===== src/rtl/wb_bridge_pkg.sv =====
// Shared definitions for the UART-to-Wishbone debug bridge: sub-codes, ASCII
// character constants and the command-decoder state type.
package wb_bridge_pkg;

  localparam int unsigned CmdWidth = 34;

  localparam logic [1:0] SubRd      = 2'b00;
  localparam logic [1:0] SubWr      = 2'b01;
  localparam logic [1:0] SubAddr    = 2'b10;
  localparam logic [1:0] SubSpecial = 2'b11;

  localparam logic [7:0] ChR     = 8'h52;
  localparam logic [7:0] ChW     = 8'h57;
  localparam logic [7:0] ChA     = 8'h41;
  localparam logic [7:0] ChZ     = 8'h5a;
  localparam logic [7:0] ChLf    = 8'h0a;
  localparam logic [7:0] ChCr    = 8'h0d;
  localparam logic [7:0] ChSpace = 8'h20;
  localparam logic [7:0] Ch0     = 8'h30;
  localparam logic [7:0] Ch9     = 8'h39;
  localparam logic [7:0] ChLa    = 8'h61;
  localparam logic [7:0] ChLf_f  = 8'h66;

  typedef enum logic [0:0] {
    StIdle,
    StArg
  } dec_state_e;

endpackage


===== src/rtl/wb_cmd_fifo.sv =====
// Synchronous command FIFO; accepts a push while full when a pop happens in
// the same cycle, otherwise a push while full is dropped and flagged.
module wb_cmd_fifo #(
  parameter int unsigned WIDTH = 34,
  parameter int unsigned DEPTH = 4
) (
  input  logic             i_clk,
  input  logic             i_reset_n,
  input  logic             i_push,
  input  logic [WIDTH-1:0] i_data,
  input  logic             i_pop,
  output logic [WIDTH-1:0] o_data,
  output logic             o_full,
  output logic             o_empty,
  output logic             o_overflow
);

  localparam int unsigned AW = $clog2(DEPTH);

  logic [WIDTH-1:0] mem [DEPTH];
  logic [AW:0]      wr_ptr_q, rd_ptr_q;
  logic             do_push, do_pop;

  // Extra pointer bit distinguishes full from empty.
  assign o_empty    = (wr_ptr_q == rd_ptr_q);
  assign o_full     = ((wr_ptr_q ^ rd_ptr_q) == {1'b1, {AW{1'b0}}});
  assign do_pop     = i_pop && !o_empty;
  assign do_push    = i_push && (!o_full || do_pop);
  assign o_overflow = i_push && o_full && !do_pop;
  assign o_data     = o_empty ? '0 : mem[rd_ptr_q[AW-1:0]];

  always_ff @(posedge i_clk or negedge i_reset_n) begin
    if (!i_reset_n) begin
      wr_ptr_q <= '0;
      rd_ptr_q <= '0;
    end else begin
      if (do_push) wr_ptr_q <= wr_ptr_q + 1'b1;
      if (do_pop)  rd_ptr_q <= rd_ptr_q + 1'b1;
    end
  end

  always_ff @(posedge i_clk) begin
    if (do_push) mem[wr_ptr_q[AW-1:0]] <= i_data;
  end

endmodule


===== src/rtl/wb_cmd_decoder.sv =====
// ASCII command decoder feeding the Wishbone master through a small FIFO.
// Optional CMD_DEC_RESET_CMD_EN: 'Z' aborts and pushes a SPECIAL bus-reset word.
module wb_cmd_decoder
  import wb_bridge_pkg::*;
#(
  parameter int unsigned DEPTH = 4
) (
  input  logic                i_clk,
  input  logic                i_reset_n,
  input  logic                i_stb,
  input  logic [7:0]          i_byte,
  output logic                o_cmd_stb,
  output logic [CmdWidth-1:0] o_cmd_word,
  input  logic                i_cmd_busy,
  output logic                o_err
);

  function automatic logic [3:0] nibble(input logic [7:0] b);
    logic [7:0] t;
    if (b <= Ch9) t = b - Ch0;
    else          t = b - 8'h57;
    return t[3:0];
  endfunction

  dec_state_e          state_q, state_d;
  logic [1:0]          cmd_sub_q, cmd_sub_d;
  logic [31:0]         acc_q, acc_d;
  logic                push_q, push_d;
  logic [CmdWidth-1:0] push_word_q, push_word_d;
  logic                err_q, err_d;

  logic is_digit, is_term, is_space, is_reset_cmd;
  logic fifo_empty, fifo_full, fifo_overflow, fifo_pop;

  assign is_digit = ((i_byte >= Ch0) && (i_byte <= Ch9)) ||
                    ((i_byte >= ChLa) && (i_byte <= ChLf_f));
  assign is_term  = (i_byte == ChLf) || (i_byte == ChCr);
  assign is_space = (i_byte == ChSpace);
`ifdef CMD_DEC_RESET_CMD_EN
  assign is_reset_cmd = (i_byte == ChZ);
`else
  assign is_reset_cmd = 1'b0;
`endif

  always_ff @(posedge i_clk or negedge i_reset_n) begin
    if (!i_reset_n) begin
      state_q     <= StIdle;
      cmd_sub_q   <= SubRd;
      acc_q       <= '0;
      push_q      <= 1'b0;
      push_word_q <= '0;
      err_q       <= 1'b0;
    end else begin
      state_q     <= state_d;
      cmd_sub_q   <= cmd_sub_d;
      acc_q       <= acc_d;
      push_q      <= push_d;
      push_word_q <= push_word_d;
      err_q       <= err_d | fifo_overflow;
    end
  end

  always_comb begin
    state_d = state_q;
    if (i_stb) begin
      unique case (state_q)
        StIdle: if ((i_byte == ChW) || (i_byte == ChA)) state_d = StArg;
        StArg:  if (!is_digit && !is_space) state_d = StIdle;
        default: state_d = StIdle;
      endcase
    end
  end

  always_comb begin
    cmd_sub_d   = cmd_sub_q;
    acc_d       = acc_q;
    push_d      = 1'b0;
    push_word_d = push_word_q;
    err_d       = 1'b0;
    if (i_stb) begin
      unique case (state_q)
        StIdle: begin
          if (i_byte == ChR) begin
            push_d      = 1'b1;
            push_word_d = {SubRd, 32'h0};
          end else if (i_byte == ChW) begin
            cmd_sub_d = SubWr;
            acc_d     = '0;
          end else if (i_byte == ChA) begin
            cmd_sub_d = SubAddr;
            acc_d     = '0;
          end else if (is_reset_cmd) begin
            push_d      = 1'b1;
            push_word_d = {SubSpecial, 32'h0};
          end else if (!is_term && !is_space) begin
            err_d = 1'b1;
          end
        end
        StArg: begin
          if (is_digit) begin
            acc_d = {acc_q[27:0], nibble(i_byte)};
          end else if (is_term) begin
            push_d      = 1'b1;
            push_word_d = {cmd_sub_q, acc_q};
          end else if (is_reset_cmd) begin
            push_d      = 1'b1;
            push_word_d = {SubSpecial, 32'h0};
            acc_d       = '0;
          end else if (!is_space) begin
            err_d = 1'b1;
          end
        end
        default: ;
      endcase
    end
  end

  assign fifo_pop  = !fifo_empty && !i_cmd_busy;
  assign o_cmd_stb = !fifo_empty;
  assign o_err     = err_q;

  wb_cmd_fifo #(
    .WIDTH(CmdWidth),
    .DEPTH(DEPTH)
  ) u_fifo (
    .i_clk      (i_clk),
    .i_reset_n  (i_reset_n),
    .i_push     (push_q),
    .i_data     (push_word_q),
    .i_pop      (fifo_pop),
    .o_data     (o_cmd_word),
    .o_full     (fifo_full),
    .o_empty    (fifo_empty),
    .o_overflow (fifo_overflow)
  );

endmodule


===== config.mk =====
export PLATFORM = sky130hd
export DESIGN_NAME = wb_cmd_decoder
export DESIGN_NICKNAME = d
export VERILOG_FILES = /design/src/rtl/wb_bridge_pkg.sv /design/src/rtl/wb_cmd_fifo.sv /design/src/rtl/wb_cmd_decoder.sv
export SDC_FILE = /design/constraint.sdc
export NUM_CORES = 1
export LEC_CHECK = 0
export CORE_MARGIN = 2
export CORE_UTILIZATION = 40
export DETAILED_ROUTE_END_ITERATION = 6
export HOLD_SLACK_MARGIN = 0.05
export SYNTH_ARGS = -nofsm -noshare
export SYNTH_HDL_FRONTEND = slang
export SYNTH_SLANG_ARGS = --single-unit

===== constraint.sdc =====
create_clock -name i_clk -period 2.5 [get_ports i_clk]
set_input_delay 0.75 -clock i_clk [delete_from_list [all_inputs] [get_ports i_clk]]
set_output_delay 0.75 -clock i_clk [all_outputs]
set_load 0.03 [all_outputs]

==> flow_summary.ini <==
[status]
status = finished with violations
failed_checks = setup timing

[cts]
cts_made_buffers = 21
root_buffer = clkbuf_16
cts_tree = done
cts.sinks = 213
h-tree-depth = 1
clkSlewWorstSetupHoldPaths_ns = 0.06
clk_latency_ns = 0.48
ctsLongestPathBuffers = 3

[drt]
drt_first_pass_iters = 5
routed_wl_um = 19250
drtIter0Drc = 388
route.detailed.drc = 0
viasPerCell = 5.463
vias = 5157
wl_per_cell_um = 20.39
ant_nets = 0

[yosys]
yosysTopAreaCell = edfxtp_1
syn_inst = 541
yosys_warnings = 0
synth_area_leaders = edfxtp_1 (47%), dfrtp_1 (22%), mux4_2 (8.8%)
synth_most_common_cell = edfxtp_1
syn_nets = 563
synthDominantCellAreaShare_pct = 47.02
synth_commonest_cells = edfxtp_1 (136), dfrtp_1 (77), a22o_1 (46)
avgSynthCellArea_um2 = 16.05
synth_cell_types = 48
yosys_most_used_dff = edfxtp_1
ys_ff_latch = 213
synth_edf_count = 136
yosysSeqAreaShare_pct = 69.21
synth_area_um2 = 8685
synthArstFlopShare_pct = 36.15

[floorplan]
die_y_um = 151.4
floorplan.die_area_um2 = 22910
core-area_um2 = 21150
fp-row-count = 53
pin_count = 48
initial_utilization_pct = 41.05
dieWidth_um = 151.4

[final_layout]
fin_util_pct = 51.74
final_cells = 944
area_growth_pct = 26.03
layout.nets = 678
diodes = 0
design_area_um2 = 10950
fillCellCount = 1686
drive_gt1_share_pct = 30.94

[sta]
slew_headroom_pct = 40.11
maxSlewViolCount = 0
fin_crit_sh_pct = 111.7
finalSetupTns_ns = -8.403
skew_ns = 0.008215
hold_viol_final = 0
finalSetupViolations = 35
rsz0062_at_grt = yes
whs_ns = 0.2149
fmax_ghz = 0.3580
worstMarginPinSlew_ns = 0.8983
min_period_ns = 2.794
setup_slack_ns = -0.2937

[placed_design]
dp.cells = 879
hpwl_um = 10370
io_buffers = 47
place_area_um2 = 9821
post-place-ws_ns = -0.4509
routabilityCongestion = 0.8458

[critical_path]
crit_type = flop to output pin
startpoint_type = flop
cpMostUsedCell = buf_12
crit_slowest_cell = mux4_2
worstPathCellList = buf_12, buf_12, mux4_2, nor2b_1, buf_2
crit_fanout = 13
end_kind = output pin
required_ns = 1.75
critical-path-max-stage-delay_ns = 0.49
crit_arrival_ns = 2.04

[min_path]
hold_path.class = input pin to asynchronous set/reset pin

[pwr]
p_leak_nw = 4.675
peakVddDrop_mv = 0.4747
power.total_mw = 8.550
power.density_nw_per_um2 = 781.1

[global_route]
grt.overflow.total = 0
antenna_found_initial = 0
grtUsageTotal_pct = 15.90
grt_pass1_vias = 5205
grt_pass1_wl_um = 28120
grt_max_degree = 45

[flow_run]
maxCapViolCount = 0
## logic make-up (layout without fill, tap and decap cells)
logic type                 after synthesis  in the layout  share of synthesized area [%]
adders and majority gates               10             10                          1.441
DFF                                    213            213                          69.21
AOI/OAI and AO/OA                       96             96                          8.616
buffers and inverters                   46            171                          2.622
xor gates and xnor gates                 8              8                         0.8067
and+or+nand+nor                        131            134                          8.111
muxes                                   37             37                          9.192
## where the power goes
group | switching, mW | internal (mW)
Combinational | 0.906 | 1.02
Clock | 1.24 | 1.54
Sequential | 0.0818 | 3.77
## placed cells by master (no fill, tap or decap), types with 6 or more instances in the layout
cell type / synthesis / final
clkbuf_16: 0 / 26
nand2_1: 37 / 36
o21ai_1: 10 / 10
and3_1: 6 / 6
buf_12: 0 / 16
nor2b_4: 0 / 10
a22oi_1: 20 / 20
nand3_1: 31 / 31
buf_6: 5 / 18
a22o_1: 46 / 46
buf_4: 0 / 62
mux4_2: 34 / 34
clkdlybuf4s50_1: 0 / 11
buf_2: 14 / 9
ha_1: 10 / 9
dfrtp_1: 77 / 76
inv_1: 9 / 8
edfxtp_1: 136 / 136
nor2b_1: 35 / 24
## registers in the layout, indices dropped and copies added (netlist names)
name and cells:
u_fifo.mem 136, o_err 1, acc_q 32, cmd_sub_q 2, u_fifo.wr_ptr_q 3, push_word_q 34, push_q 1, state_q 1
u_fifo.rd_ptr_q 3
## final cells by class
type	count	area [µm²]	area share, %
Clock buffer	24	536.8	4.904
Clock inverter	12	60.06	0.5487
Inverter	9	33.78	0.3086
Multi-Input combinational cell	285	2615	23.89
Sequential cell	213	6012	54.93
Tap cell	275	344.1	3.144
Timing Repair Buffer	126	1344	12.28
## what timing repair did
| item | in CTS | in global routing |
|---|---|---|
| gates cloned | 1 | 10 |
| setup buffers | 4 | 15 |
| pin swaps | 0 | 4 |
| hold buffers | 0 | 0 |
| setup endpoints to repair | 35 | 81 |
| resized for setup | 93 | 133 |
## worst paths after layout
path                       cells past startpoint                 end               start  slack [ns]
max                                            5      o_cmd_word[11]  u_fifo.rd_ptr_q[0]       -0.29
min                                            1  u_fifo.rd_ptr_q[2]           i_reset_n        0.21
max reg2reg                                    5     push_word_q[27]             state_q        0.52
min reg2reg                                    1  u_fifo.wr_ptr_q[2]  u_fifo.wr_ptr_q[2]        0.49
max in group asynchronous                      2      push_word_q[1]           i_reset_n        1.68
min in group i_clk                             1  u_fifo.wr_ptr_q[2]  u_fifo.wr_ptr_q[2]        0.49
## metal layers
layer,GRT usage (%),vias up,share of wire [%],routed length [µm]
met4,4.439,0,1.4,272
met3,2.018,19,4.9,941
met2,27.04,147,50,9659
li1,-,2328,-,-
met5,0,-,0,0
met1,21.65,2663,44,8374
## critical path, delay by kind of cell, from the launching register on
family	cells	cell delay, ns
multiplexers	1	0.49
buffers and inverters	3	0.48
flip-flops	1	0.43
AND/OR/NAND/NOR	1	0.15
Power figures use the tool's default switching activity.
